File: config.mk
export PLATFORM = sky130hd
export DESIGN_NAME = idma_obi_beat_splitter_flat
export DESIGN_NICKNAME = d
export VERILOG_FILES = /design/src/rtl/idma_obi_beat_splitter_if.sv /design/src/rtl/idma_obi_beat_splitter.sv /design/src/flat_wrapper.sv
export SDC_FILE = /design/constraint.sdc
export NUM_CORES = 1
export LEC_CHECK = 0
export CORE_MARGIN = 1.5
export CORE_UTILIZATION = 30
export CTS_CLUSTER_SIZE = 8
export DETAILED_ROUTE_END_ITERATION = 10
export GPL_ROUTABILITY_DRIVEN = 1
export PLACE_DENSITY = 0.55
export SLEW_MARGIN = 0
export SYNTH_ARGS = -nofsm -noshare
export SYNTH_HDL_FRONTEND = slang
export SYNTH_SLANG_ARGS = --single-unit
export TNS_END_PERCENT = 30
File: constraint.sdc
create_clock -name clk_i -period 4.6 [get_ports clk_i]
set_clock_uncertainty 0.2 [all_clocks]
set_input_delay 0.46 -clock clk_i [delete_from_list [all_inputs] [get_ports clk_i]]
set_output_delay 0.46 -clock clk_i [all_outputs]
set_load 0.01 [all_outputs]
File: src/rtl/idma_obi_beat_splitter_if.sv
// Bus bundle of the iDMA OBI beat splitter: transfer request in, read/write beat streams out.
// The slave modport is the splitter's view, the master modport is the driver/consumer view.
interface idma_obi_beat_splitter_if #(
    parameter int unsigned DataWidth = 32,
    parameter int unsigned AddrWidth = 32,
    parameter int unsigned LenWidth  = 32
);
    localparam int unsigned OffW = $clog2(DataWidth / 8);

    logic                 req_valid_i;
    logic                 req_ready_o;
    logic [AddrWidth-1:0] req_src_addr_i;
    logic [AddrWidth-1:0] req_dst_addr_i;
    logic [LenWidth-1:0]  req_length_i;

    logic                 r_valid_o;
    logic                 r_ready_i;
    logic [AddrWidth-1:0] r_addr_o;
    logic [OffW-1:0]      r_offset_o;
    logic [OffW-1:0]      r_tailer_o;
    logic [OffW-1:0]      r_shift_o;
    logic                 r_last_o;

    logic                 w_valid_o;
    logic                 w_ready_i;
    logic [AddrWidth-1:0] w_addr_o;
    logic [OffW-1:0]      w_offset_o;
    logic [OffW-1:0]      w_tailer_o;
    logic                 w_last_o;

    logic                 busy_o;

    modport slave (
        input  req_valid_i, req_src_addr_i, req_dst_addr_i, req_length_i,
        output req_ready_o,
        output r_valid_o, r_addr_o, r_offset_o, r_tailer_o, r_shift_o, r_last_o,
        input  r_ready_i,
        output w_valid_o, w_addr_o, w_offset_o, w_tailer_o, w_last_o,
        input  w_ready_i,
        output busy_o
    );

    modport master (
        output req_valid_i, req_src_addr_i, req_dst_addr_i, req_length_i,
        input  req_ready_o,
        input  r_valid_o, r_addr_o, r_offset_o, r_tailer_o, r_shift_o, r_last_o,
        output r_ready_i,
        input  w_valid_o, w_addr_o, w_offset_o, w_tailer_o, w_last_o,
        output w_ready_i,
        input  busy_o
    );
endinterface

File: src/rtl/idma_obi_beat_splitter.sv
// Splits one 1D transfer into independent streams of bus-word read and write beats,
// each beat carrying its word address and valid byte-lane window.
module idma_obi_beat_splitter #(
    parameter int unsigned DataWidth = 32,
    parameter int unsigned AddrWidth = 32,
    parameter int unsigned LenWidth  = 32
) (
    input  logic                      clk_i,
    input  logic                      rst_i,
    idma_obi_beat_splitter_if.slave   bus
);
    localparam int unsigned StrbWidth = DataWidth / 8;
    localparam int unsigned OffW      = $clog2(StrbWidth);

    logic                 r_active_q, r_active_d, w_active_q, w_active_d;
    logic [AddrWidth-1:0] r_a_q, r_a_d, w_a_q, w_a_d;
    logic [LenWidth-1:0]  r_rem_q, r_rem_d, w_rem_q, w_rem_d;
    logic [OffW-1:0]      r_shift_q, r_shift_d;

    logic [OffW-1:0]      r_off_s, w_off_s, r_tail_s, w_tail_s;
    logic [OffW:0]        r_space_s, w_space_s, r_bytes_s, w_bytes_s;
    logic                 r_last_s, w_last_s;
    logic [AddrWidth-1:0] r_base_s, w_base_s;
    logic                 req_ready_s, accept_s, r_hs_s, w_hs_s;

    // Per-side beat window: bytes is clipped to the lanes left in the current word.
    always_comb begin
        r_off_s   = r_a_q[OffW-1:0];
        w_off_s   = w_a_q[OffW-1:0];
        r_space_s = (OffW+1)'(StrbWidth) - {1'b0, r_off_s};
        w_space_s = (OffW+1)'(StrbWidth) - {1'b0, w_off_s};
        if (r_rem_q < LenWidth'(r_space_s)) begin
            r_bytes_s = r_rem_q[OffW:0];
        end else begin
            r_bytes_s = r_space_s;
        end
        if (w_rem_q < LenWidth'(w_space_s)) begin
            w_bytes_s = w_rem_q[OffW:0];
        end else begin
            w_bytes_s = w_space_s;
        end
        r_tail_s = r_off_s + r_bytes_s[OffW-1:0];
        w_tail_s = w_off_s + w_bytes_s[OffW-1:0];
        r_last_s = (r_rem_q == LenWidth'(r_bytes_s));
        w_last_s = (w_rem_q == LenWidth'(w_bytes_s));
        r_base_s = {r_a_q[AddrWidth-1:OffW], {OffW{1'b0}}};
        w_base_s = {w_a_q[AddrWidth-1:OffW], {OffW{1'b0}}};
    end

    assign req_ready_s = ~rst_i & ~r_active_q & ~w_active_q;
    assign accept_s    = bus.req_valid_i & req_ready_s;
    assign r_hs_s      = r_active_q & bus.r_ready_i;
    assign w_hs_s      = w_active_q & bus.w_ready_i;

    // Next-state: a new transfer loads both sides; otherwise each side advances on its handshake.
    always_comb begin
        r_active_d = r_active_q;
        r_a_d      = r_a_q;
        r_rem_d    = r_rem_q;
        r_shift_d  = r_shift_q;
        w_active_d = w_active_q;
        w_a_d      = w_a_q;
        w_rem_d    = w_rem_q;
        if (accept_s) begin
            r_a_d      = bus.req_src_addr_i;
            w_a_d      = bus.req_dst_addr_i;
            r_rem_d    = bus.req_length_i;
            w_rem_d    = bus.req_length_i;
            r_active_d = (bus.req_length_i != '0);
            w_active_d = (bus.req_length_i != '0);
            r_shift_d  = bus.req_src_addr_i[OffW-1:0] - bus.req_dst_addr_i[OffW-1:0];
        end else begin
            if (r_hs_s) begin
                r_a_d      = r_base_s + AddrWidth'(StrbWidth);
                r_rem_d    = r_rem_q - LenWidth'(r_bytes_s);
                r_active_d = ~r_last_s;
            end else begin
                r_a_d      = r_a_q;
            end
            if (w_hs_s) begin
                w_a_d      = w_base_s + AddrWidth'(StrbWidth);
                w_rem_d    = w_rem_q - LenWidth'(w_bytes_s);
                w_active_d = ~w_last_s;
            end else begin
                w_a_d      = w_a_q;
            end
        end
    end

    // Side-engine state registers with synchronous reset.
    always_ff @(posedge clk_i) begin
        if (rst_i) begin
            r_active_q <= 1'b0;
            r_a_q      <= '0;
            r_rem_q    <= '0;
            r_shift_q  <= '0;
            w_active_q <= 1'b0;
            w_a_q      <= '0;
            w_rem_q    <= '0;
        end else begin
            r_active_q <= r_active_d;
            r_a_q      <= r_a_d;
            r_rem_q    <= r_rem_d;
            r_shift_q  <= r_shift_d;
            w_active_q <= w_active_d;
            w_a_q      <= w_a_d;
            w_rem_q    <= w_rem_d;
        end
    end

    // Outputs read 0 while reset is asserted; last is qualified by active so idle reads 0.
    assign bus.req_ready_o = req_ready_s;
    assign bus.r_valid_o   = r_active_q & ~rst_i;
    assign bus.r_addr_o    = rst_i ? '0 : r_base_s;
    assign bus.r_offset_o  = rst_i ? '0 : r_off_s;
    assign bus.r_tailer_o  = rst_i ? '0 : r_tail_s;
    assign bus.r_shift_o   = rst_i ? '0 : r_shift_q;
    assign bus.r_last_o    = r_active_q & r_last_s & ~rst_i;
    assign bus.w_valid_o   = w_active_q & ~rst_i;
    assign bus.w_addr_o    = rst_i ? '0 : w_base_s;
    assign bus.w_offset_o  = rst_i ? '0 : w_off_s;
    assign bus.w_tailer_o  = rst_i ? '0 : w_tail_s;
    assign bus.w_last_o    = w_active_q & w_last_s & ~rst_i;
    assign bus.busy_o      = (r_active_q | w_active_q) & ~rst_i;
endmodule
File: src/flat_wrapper.sv
// flat-port wrapper written by rule: the top's interface ports become plain ports
module idma_obi_beat_splitter_flat 
#(
    parameter int unsigned DataWidth = 32,
    parameter int unsigned AddrWidth = 32,
    parameter int unsigned LenWidth  = 32
)
  (clk_i, rst_i, bus_req_valid_i, bus_req_src_addr_i, bus_req_dst_addr_i, bus_req_length_i, bus_req_ready_o, bus_r_valid_o, bus_r_addr_o, bus_r_offset_o, bus_r_tailer_o, bus_r_shift_o, bus_r_last_o, bus_r_ready_i, bus_w_valid_o, bus_w_addr_o, bus_w_offset_o, bus_w_tailer_o, bus_w_last_o, bus_w_ready_i, bus_busy_o);
  idma_obi_beat_splitter_if #(.DataWidth(DataWidth), .AddrWidth(AddrWidth), .LenWidth(LenWidth)) bus_i ();
  input  logic clk_i;
  input  logic rst_i;
  input wire logic [$bits(bus_i.req_valid_i)-1:0] bus_req_valid_i;
  input wire logic [$bits(bus_i.req_src_addr_i)-1:0] bus_req_src_addr_i;
  input wire logic [$bits(bus_i.req_dst_addr_i)-1:0] bus_req_dst_addr_i;
  input wire logic [$bits(bus_i.req_length_i)-1:0] bus_req_length_i;
  output wire logic [$bits(bus_i.req_ready_o)-1:0] bus_req_ready_o;
  output wire logic [$bits(bus_i.r_valid_o)-1:0] bus_r_valid_o;
  output wire logic [$bits(bus_i.r_addr_o)-1:0] bus_r_addr_o;
  output wire logic [$bits(bus_i.r_offset_o)-1:0] bus_r_offset_o;
  output wire logic [$bits(bus_i.r_tailer_o)-1:0] bus_r_tailer_o;
  output wire logic [$bits(bus_i.r_shift_o)-1:0] bus_r_shift_o;
  output wire logic [$bits(bus_i.r_last_o)-1:0] bus_r_last_o;
  input wire logic [$bits(bus_i.r_ready_i)-1:0] bus_r_ready_i;
  output wire logic [$bits(bus_i.w_valid_o)-1:0] bus_w_valid_o;
  output wire logic [$bits(bus_i.w_addr_o)-1:0] bus_w_addr_o;
  output wire logic [$bits(bus_i.w_offset_o)-1:0] bus_w_offset_o;
  output wire logic [$bits(bus_i.w_tailer_o)-1:0] bus_w_tailer_o;
  output wire logic [$bits(bus_i.w_last_o)-1:0] bus_w_last_o;
  input wire logic [$bits(bus_i.w_ready_i)-1:0] bus_w_ready_i;
  output wire logic [$bits(bus_i.busy_o)-1:0] bus_busy_o;
  assign bus_i.req_valid_i = bus_req_valid_i;
  assign bus_i.req_src_addr_i = bus_req_src_addr_i;
  assign bus_i.req_dst_addr_i = bus_req_dst_addr_i;
  assign bus_i.req_length_i = bus_req_length_i;
  assign bus_req_ready_o = bus_i.req_ready_o;
  assign bus_r_valid_o = bus_i.r_valid_o;
  assign bus_r_addr_o = bus_i.r_addr_o;
  assign bus_r_offset_o = bus_i.r_offset_o;
  assign bus_r_tailer_o = bus_i.r_tailer_o;
  assign bus_r_shift_o = bus_i.r_shift_o;
  assign bus_r_last_o = bus_i.r_last_o;
  assign bus_i.r_ready_i = bus_r_ready_i;
  assign bus_w_valid_o = bus_i.w_valid_o;
  assign bus_w_addr_o = bus_i.w_addr_o;
  assign bus_w_offset_o = bus_i.w_offset_o;
  assign bus_w_tailer_o = bus_i.w_tailer_o;
  assign bus_w_last_o = bus_i.w_last_o;
  assign bus_i.w_ready_i = bus_w_ready_i;
  assign bus_busy_o = bus_i.busy_o;
  idma_obi_beat_splitter #(.DataWidth(DataWidth), .AddrWidth(AddrWidth), .LenWidth(LenWidth)) u_core (.clk_i(clk_i), .rst_i(rst_i), .bus(bus_i));
endmodule
==> impl_results.md <==
* Worst Hold Class: reg -> reg
* Most used cell, CP: inv_1
* Cell family with most CP delay: adder cells
* Synth Instances at 1089
* Synth area leaders: dfxtp_1 31%, nor2b_1 4.7%, nor2_1 4.7%
* End of the critical path: u_core.w_rem_q[18]
* CP startpoint kind: register
* P&R area growth vs syn at 34.11%
* Post-synthesis sequential area ratio at 0.3138
* R2r endpoint: u_core.w_rem_q[18]
* Max-slew violation count at 0
* Min Tclk post-route at approximately 4.4 ns
* Clock transition at path regs at 0.07 ns
* IR drop worst, VDD at 0.0002121 V
* Hold Fails Final Rpt at 0
* Highest Clock Rate at 0.2289 GHz
* Post-synthesis register bit count at 132
* Status: finished, final reports clean
* Die height at about 170 µm
* Synth top area share at 0.3138
* Core Area at 27710 µm²
* First-pass GRT wire length at 45880 µm
* Least-Margin Pin Slew at 0.9550 ns
* Setup slack, reg-to-reg at 0.23 ns
* Fraction of registers with async set or reset after synthesis at 0
* Crit path max fanout at 5
* Antenna violations before repair at 2
* Top cell type by total area after synthesis: dfxtp_1
* Clock Tree Buf Depth at 2
* Most frequent cells in the layout: 171 x clkdlybuf4s50_1, 130 x dfxtp_1, 105 x nor2_1
* Post-synth EDFFs at 0
* Starting density of the core at 0.3040
* Vias in the first global route at 8271
* Fillers at 2891
* CP max stage cell: or3b_2
* # H-tree levels at 4
* Lkg Pwr at 3.916 nW
* Critical Path End Type: register
* Row Count at 61
* Drt pass-1 iters at 5
* Commonest non-fill, non-tap cell in the layout: clkdlybuf4s50_1
* Synth warnings at 0
* CTS tree: yes
* Yosys cell types at roughly 70
* Vias at ~8800
* Worst setup startpoint: u_core.w_a_q[0]
* Reg-to-reg startpoint: u_core.w_a_q[0]
* Slew headroom at 0.3633
* Register Area at 2645 µm²
* Largest net degree at the start of global routing at 91
* PD cells at 338.6 nW/µm²
* Max-cap viol count at 0
* # DRC at 0
* Final period util at 0.9497
* Setup TNS at 0 ns
* Data arrival, critical path at 4.45 ns
* R2R depth at 17
* # setup viols final at 0
* I/O pin count at between 150 and 200
* CP Cell Sequence: inv_1, ha_4, inv_1, ha_1, or3b_2, a21oi_2, nand4_1, buf_4, o21ai_1, ha_1, inv_1, fa_1, a21o_1, nor4_4, nand2_1, o311ai_0, a21oi_1
* Initial DRC Count at 619
* CP peak stage delay at 0.45 ns
* Total stage count of the critical path at 17
* Antenna Nets Post-Route at 0
* Tightest hold margin at 0.2722 ns
* Die width at 170.6 µm
* Mapped Area at approximately 8400 µm²
* WL final at 29060 µm
* GP Congestion at 0.8429
* CTS Buf Count at 17
* Avg Cell Area, Syn at 7.734 µm²
* Crit path buf inv count at 4
* Detailed Place HPWL at 21140 µm
* Critical path class: reg -> reg
* Final #Nets at 1366
* GRT Util Overall at 0.2011
* Die area at 29090 µm²
* Total gr overflow at 0
* Number of port buffers at 176
* CP required at 4.68 ns
* Overall Power at 3.825 mW
* Fin util at 0.4077
* DR WL/cell at 17.74 µm
* Main flop type after synthesis: dfxtp_1
* Footprint of the multi-input gates at 5464 µm²
* Root Buffer Master: clkbuf_16
* Share of post-route cells with drive strength above 1 at 0.08340
* DR vias/cell at 5.368
* Clock Sinks at 132
* Worst-Skew Late Latency at 0.43 ns
==> sequential cells by signal (all words and copies together) (netlist names) <==
signal and count:
u_core.w_a_q 32, u_core.r_rem_q 32, u_core.w_active_q 1, u_core.r_active_q 1, u_core.r_a_q 32, u_core.r_shift_q 2, u_core.w_rem_q 32
==> final cells by class <==
class                   instances  area share
clock inverters                15     0.01263
inverters                      20    0.006647
diodes                          1   0.0002216
multi-input cells             861      0.4838
clock buffers                  17     0.03766
well taps                     378     0.04187
repair buffers                214      0.1830
flip-flops and latches        132      0.2342
==> metal layers <==
metal  wire [µm]  track usage  vias to the layer above
met3        1386      0.03123                       27
li1            -            -                     4385
met1       14180       0.2841                     4135
met5           0            0                        -
met2       13060       0.3157                      246
met4         435      0.05541                        0
==> report_power, final <==
group | internal (mW) | switching (mW)
Sequential | 1.26 | 0.144
Combinational | 0.486 | 0.589
Clock | 0.718 | 0.628
Total | 2.46 | 1.36
==> cell families after synthesis <==
logic type / share of synthesized area
AO/OA/AOI/OAI: 0.2073
XOR/XNOR: 0.04992
adder cells (fa/ha/maj): 0.03001
buffers and inverters: 0.04665
flip-flops: 0.3138
multiplexers: 0.02006
other: 0.0004453
AND/OR/NAND/NOR: 0.3319
==> stage by stage <==
stage               setup slack (ns)  cells  cell area, µm²
detailed placement            0.2028   1602           10640
finish                        0.2315   1638           11290
floorplan                     0.2284   1092            8433
global placement              0.3308   1602           10640
global route                -0.05513   1638           11290
CTS                         -0.08451   1634           11220
==> how the worst min path moves through the flow <==
stage	from	cells after the start	end	slack, ns
global placement	u_core.w_rem_q[6]	2	u_core.w_rem_q[6]	0.25
finish	u_core.w_rem_q[6]	2	u_core.w_rem_q[6]	0.27
floorplan	u_core.w_rem_q[6]	2	u_core.w_rem_q[6]	0.24
global route	u_core.w_rem_q[6]	2	u_core.w_rem_q[6]	0.31
CTS	u_core.w_rem_q[6]	2	u_core.w_rem_q[6]	0.28
detailed placement	u_core.w_rem_q[6]	2	u_core.w_rem_q[6]	0.27
==> synthesized netlist by cell type (4+ instances only) <==
| master | instances |
|---|---|
| or2_2 | 4 |
| buf_1 | 7 |
| or4_1 | 20 |
| nor4_1 | 23 |
| a21o_1 | 5 |
| and3_1 | 16 |
| dfxtp_1 | 132 |
| and4_1 | 11 |
| nor3_1 | 31 |
| a22oi_1 | 5 |
| xor2_1 | 23 |
| or3_1 | 28 |
| a311oi_1 | 7 |
| mux2i_1 | 9 |
| a21oi_1 | 60 |
| nor2_1 | 105 |
| nand4b_1 | 5 |
| nand2_1 | 95 |
| and2_1 | 10 |
| xnor2_1 | 25 |
| ha_1 | 17 |
| nand3_1 | 48 |
| nand4_1 | 34 |
| buf_4 | 5 |
| mux2_2 | 7 |
| o211ai_1 | 25 |
| clkbuf_1 | 65 |
| nor2b_1 | 63 |
| a32oi_1 | 6 |
| o311ai_0 | 13 |
| o21ai_0 | 29 |
| a211oi_1 | 41 |
| inv_1 | 20 |
| a31oi_1 | 37 |
==> timing repair <==
action | CTS | global route
resized for setup | 3 | 15
endpoints found under the setup margin | 2 | 17
pin swaps | 0 | 3
hold buffers | 0 | 0
buffers inserted | 0 | 3
==> tightest hold or removal path: stages (launching register included) <==
cell     delay [ns]
dfxtp_1        0.31
nand3_1        0.06
a21oi_1        0.06
No activity file was read; power rests on OpenSTA's default activity.
